<file path="src/rtl/alu_sequencer.sv">
// Bus-fed ALU sequencer: fetches operand B over a handshake bus,
// executes an immediate op and drives the result back.
module alu_sequencer #(
  parameter int W       = 4,
  parameter int TIMEOUT = 15
) (
  input  logic         clk,
  input  logic         rst_n,
  input  logic         start,
  input  logic [3:0]   opcode,
  input  logic [W-1:0] imm,
  input  logic [W-1:0] bus_in,
  input  logic         ready_in,
  output logic [3:0]   bus_req,
  output logic [W-1:0] bus_out,
  output logic [W-1:0] bus_oe,
  output logic         ready_out,
  output logic         carry,
  output logic         zero,
  output logic         done,
  output logic         busy,
  output logic         err
);

  localparam int CW    = (TIMEOUT > 0) ? $clog2(TIMEOUT + 1) : 1;
  localparam int TLAST = (TIMEOUT > 0) ? TIMEOUT - 1 : 0;

  typedef enum logic [2:0] {
    S_IDLE, S_REQ, S_FETCH, S_EXEC, S_DRIVE
  } state_t;

  state_t       state, state_d;
  logic [3:0]   op_q;
  logic [W-1:0] a_q, b_q;
  logic [CW-1:0] cnt;
  logic         pend;
  logic         accept, fin, fin_err;
  logic         cnt_clr, cnt_inc, tmo;
  logic         fetch_op, movi_op;

  logic [W:0]   sum, diff;
  logic [W-1:0] res;
  logic         res_c;

  assign fetch_op = (opcode >= 4'd1) && (opcode <= 4'd5);
  assign movi_op  = (opcode == 4'd6);
  assign tmo      = (TIMEOUT > 0) && (cnt == CW'(TLAST));

  assign sum  = {1'b0, a_q} + {1'b0, b_q};
  assign diff = {1'b0, a_q} - {1'b0, b_q};

  always_comb begin
    res   = '0;
    res_c = 1'b0;
    unique case (1'b1)
      (op_q == 4'd1): begin
        res   = sum[W-1:0];
        res_c = sum[W];
      end
      (op_q == 4'd2): begin
        res   = diff[W-1:0];
        res_c = diff[W];
      end
      (op_q == 4'd3): res = a_q & b_q;
      (op_q == 4'd4): res = a_q | b_q;
      (op_q == 4'd5): res = a_q ^ b_q;
      (op_q == 4'd6): res = a_q;
      default: ;
    endcase
  end

  always_comb begin
    state_d = state;
    accept  = 1'b0;
    fin     = 1'b0;
    fin_err = 1'b0;
    cnt_clr = 1'b0;
    cnt_inc = 1'b0;
    bus_req = 4'b0000;
    unique case (state)
      S_IDLE: begin
        // pend delays the illegal/NOP completion by one cycle
        if (pend) begin
          fin     = 1'b1;
          fin_err = (op_q != 4'd0);
        end else if (start) begin
          accept = 1'b1;
          if (fetch_op) begin
            state_d = S_REQ;
            cnt_clr = 1'b1;
          end else if (movi_op) begin
            state_d = S_EXEC;
          end
        end
      end
      S_REQ: begin
        bus_req = 4'b0011;
        if (ready_in) begin
          state_d = S_FETCH;
          cnt_clr = 1'b1;
        end else if (tmo) begin
          state_d = S_IDLE;
          fin     = 1'b1;
          fin_err = 1'b1;
        end else begin
          cnt_inc = 1'b1;
        end
      end
      S_FETCH: begin
        bus_req = 4'b0001;
        if (ready_in) begin
          state_d = S_EXEC;
        end else if (tmo) begin
          state_d = S_IDLE;
          fin     = 1'b1;
          fin_err = 1'b1;
        end else begin
          cnt_inc = 1'b1;
        end
      end
      S_EXEC: begin
        state_d = S_DRIVE;
        cnt_clr = 1'b1;
      end
      S_DRIVE: begin
        if (ready_in) begin
          state_d = S_IDLE;
          fin     = 1'b1;
        end else if (tmo) begin
          state_d = S_IDLE;
          fin     = 1'b1;
          fin_err = 1'b1;
        end else begin
          cnt_inc = 1'b1;
        end
      end
      default: state_d = S_IDLE;
    endcase
  end

  always_ff @(posedge clk or negedge rst_n) begin
    if (!rst_n) begin
      state   <= S_IDLE;
      op_q    <= '0;
      a_q     <= '0;
      b_q     <= '0;
      cnt     <= '0;
      pend    <= 1'b0;
      bus_out <= '0;
      carry   <= 1'b0;
      zero    <= 1'b0;
      done    <= 1'b0;
      err     <= 1'b0;
    end else begin
      state <= state_d;
      done  <= fin;
      if (accept) begin
        op_q <= opcode;
        a_q  <= imm;
        err  <= 1'b0;
        pend <= !(fetch_op || movi_op);
      end else if (fin) begin
        err  <= fin_err;
        pend <= 1'b0;
      end
      if (cnt_clr) cnt <= '0;
      else if (cnt_inc) cnt <= cnt + 1'b1;
      if (state == S_FETCH && ready_in) b_q <= bus_in;
      if (state == S_EXEC) begin
        bus_out <= res;
        carry   <= res_c;
        zero    <= (res == '0);
      end
    end
  end

  assign busy      = (state != S_IDLE);
  assign ready_out = (state == S_DRIVE);
  assign bus_oe    = (state == S_DRIVE) ? '1 : '0;

endmodule

</file>
<file path="config.mk">
export PLATFORM = sky130hd
export DESIGN_NAME = alu_sequencer
export DESIGN_NICKNAME = d
export VERILOG_FILES = /design/src/rtl/alu_sequencer.sv
export SDC_FILE = /design/constraint.sdc
export NUM_CORES = 1
export LEC_CHECK = 0
export CELL_PAD_IN_SITES_DETAIL_PLACEMENT = 0
export CELL_PAD_IN_SITES_GLOBAL_PLACEMENT = 1
export CORE_MARGIN = 3
export CORE_UTILIZATION = 48
export CTS_BUF_LIST = sky130_fd_sc_hd__clkbuf_16
export DETAILED_ROUTE_END_ITERATION = 7
export DONT_BUFFER_PORTS = 1
export PLACE_DENSITY = 0.87
export SYNTH_ARGS = -nofsm -noshare
export SYNTH_HDL_FRONTEND = slang
export SYNTH_SLANG_ARGS = --single-unit
</file>
<file path="constraint.sdc">
create_clock -name clk -period 5.6 [get_ports clk]
set_input_delay 0.28 -clock clk [delete_from_list [all_inputs] [get_ports clk]]
set_output_delay 0.28 -clock clk [all_outputs]
set_load 0.01 [all_outputs]
</file>
==> impl_results.md <==
* WP data arrival at roughly 2.3 ns
* Number of synthesized flops with an enable pin at 0
* Crit-path max FO at 14
* Worst path required time at about 5.7 ns
* Pin count of the biggest net entering global routing at 29
* Worst slew margin at a little over half
* Unrepaired setup endpoints after global routing: no
* Die ar. at 4960 um2
* DRC errors left at 0
* PortBufs at 0
* Grt met2 use at between 20 and 30%
* Ys Warns at 0
* Mean Syn Cell Area at roughly 9 um2
* Met1 Resource Use GR at a little under a quarter
* Most used routing layer: met2
* Diode count at 0
* Cell variety after synth at between 40 and 50
* Register area share after synthesis at between 30% and 40%
* Detailed Route Iter0 Violations at 86
* Clock H-tree levels at 1
* Place WS at approximately 3.4 ns
* Max clock buf depth at 2
* Worst setup SP type: flip-flop
* CTS sink count at 28
* Cell Rows at 22
* Clock Skews at between 0.004 and 0.005 ns
* Actual slew at the worst max-slew pin at ~0.67 ns
* Routed Antenna Nets at 0
* Global-route wire length before repair at 7160 um
* PostCTS Resize Cnt at 0
* Final Max Tran Viols at 0
* Max Clock Freq at between 400 and 500 MHz
* Vias per std cell at approximately 5.9
* Worst-Skew Late Latency at between 0.2 and 0.3 ns
* Die height at slightly above 70 um
* Pwr Density at ~620 nW/um2
* Tot GR Track Use at between 10% and 20%
* Leak at 0.954 nW
* Post-layout min period at ~2.2 ns
* Cts bufs inserted at 3
* Layout cells sized above 1 at a little under a tenth
* Total number of vias at between 1.5k and 2k
* Commonest non-fill, non-tap cell in the layout: dfrtp_1
* CTS root buffer: clkbuf_16
* CP Capture Type: flip-flop
* VDD IR-drop max at around 260 uV
* CP Cell Sequence: or3_4 > or2_1 > o21ai_0 > nor2_1
* Asr flop ratio synth at 100%
* Vias in the first global route at approximately 1.5k
* Post-layout util at between 50% and 60%
* Initial Utilization at 52.0%
* Die width at slightly above 70 um
* Post CTS Setup Buffer Count at 0
* Total gr overflow at 0
* Period utilisation layout at approximately two fifths
* Max-Cap Viols at 0
* Final net count at between 200 and 250
* GP Congestion at 0.873
* Status: completed
* Overall routed net length at ~4200 um
* Area grow syn2layout at 5.22%
* Slowest stage cell, crit path: dfrtp_1
* Clock Pin Slew Worst Setup and Hold Paths at about 0.07 ns
* Critical path type: reg -> reg
* # setup viols final at 0
* Post-Syn Instances at ~220
* Hold WS at ~0.13 ns
* Fin. Hold Viols at 0
* Setup TNS at 0 ns
* Final setup margin at ~3.4 ns
* TritonRoute pass-1 iters at 4
* Initial antenna violation count at 0
* WL per Instance at around 16 um
* Met3 Resource Use GR at under 10%
* Highest-count cells in the layout ignoring fill and taps: dfrtp_1 (28), nand2_1 (22), nor2_1 (20)
* #FFs+latches synth at 28
* IO Pins at 34
* Core Region at approximately 3800 um2
* Hpwl dp at 3050 um
* Worst min path class: in -> reg
* CTS tree: done
* Mapped cell area at ~2000 um2
* Worst path max stage delay at between 0.5 and 0.6 ns
* Top FF cell, synth: dfrtp_1
==> cell usage after synthesis (all sizes together), types with 3 or more instances <==
library cell / n / area (um2)
dfrtp: 28 / 701
nand2: 22 / 82.6
nor2: 20 / 75.1
inv: 18 / 67.6
o21ai: 15 / 75.1
ha: 14 / 175
buf: 12 / 87.6
a21oi: 11 / 55.1
mux2: 10 / 143
nand2b: 6 / 37.5
nand3b: 4 / 30.0
o22ai: 4 / 25.0
a211oi: 3 / 22.5
a22oi: 3 / 22.5
mux2i: 3 / 30.0
nor3: 3 / 15.0
or3: 3 / 23.8
xnor2: 3 / 26.3
==> state kept, by name, summed over array words and instances, names as in the netlist, 3 cells and up <==
name	count
b_q	4
op_q	4
bus_out	4
state	3
cnt	4
a_q	4
==> cell type report <==
| type | count | area (um2) |
|---|---|---|
| clock inverter | 1 | 30.0 |
| timing repair buffer | 2 | 30.0 |
| multi-input combinational | 159 | 1130 |
| inverter | 18 | 67.6 |
| clock buffer | 3 | 75.1 |
| sequential | 28 | 701 |
| tap | 48 | 60.1 |
| fill | 341 | 1730 |
==> metrics by stage <==
step | instances | cell area, um2 | total power [W]
6_report | 259 | 2090 | 0.00129
5_1_grt | 259 | 2090 | 0.00141
4_1_cts | 259 | 2090 | 0.00129
3_5_place_dp | 253 | 1960 | 0.00107
3_3_place_gp | 253 | 1960 | 0.00105
2_1_floorplan | 219 | 1990 | 0.000952
==> critical path: cells and delay by family, from the launching register on <==
| family | cells | cell delay (ns) |
|---|---|---|
| AND/OR/NAND/NOR | 3 | 1.03 |
| AO/OA/AOI/OAI | 1 | 0.49 |
| flip-flops | 1 | 0.53 |
==> path summary, 6_finish.rpt <==
path | cells past startpoint | end | slack [ns] | startpoint
setup / recovery | 4 | cnt[0] | 3.41 | state[0]
hold / removal | 2 | b_q[1] | 0.13 | bus_in[1]
setup reg to reg | 4 | cnt[0] | 3.41 | state[0]
hold reg to reg | 2 | carry | 0.55 | carry
max in group asynchronous | 2 | done | 5.00 | rst_n
min in group asynchronous | 2 | a_q[2] | 0.44 | rst_n
==> logic make-up after synthesis <==
kind of cell | count (synthesis) | share of synthesized area (%)
DFF | 28 | 35.2
xor gates and xnor gates | 5 | 2.20
AOI/OAI and AO/OA | 50 | 15.8
other | 1 | 0.188
and+or+nand+nor | 73 | 18.9
buffers and inverters | 32 | 8.17
muxes | 13 | 8.67
adders and majority gates | 16 | 10.8
==> timing repair <==
action	4_1_cts	5_1_grt
hold buffers	2	0
endpoints found under the setup margin	0	0
hold endpoints to repair	28	0
==> per-layer routing <==
metal / up-vias / routed length [um]
met3: 6 / 259
met1: 725 / 2010
met4: 0 / 76
met2: 60 / 1840
li1: 741 / -
met5: - / 0
==> where the power goes <==
| part | leakage, nW | switching, W | internal (W) |
|---|---|---|---|
| Combinational | 0.550 | 0.000334 | 0.000294 |
| Sequential | 0.352 | 0.000158 | 0.000292 |
| Clock | 0.0511 | 0.0000713 | 0.000142 |
(Power assumes the default switching activity.)
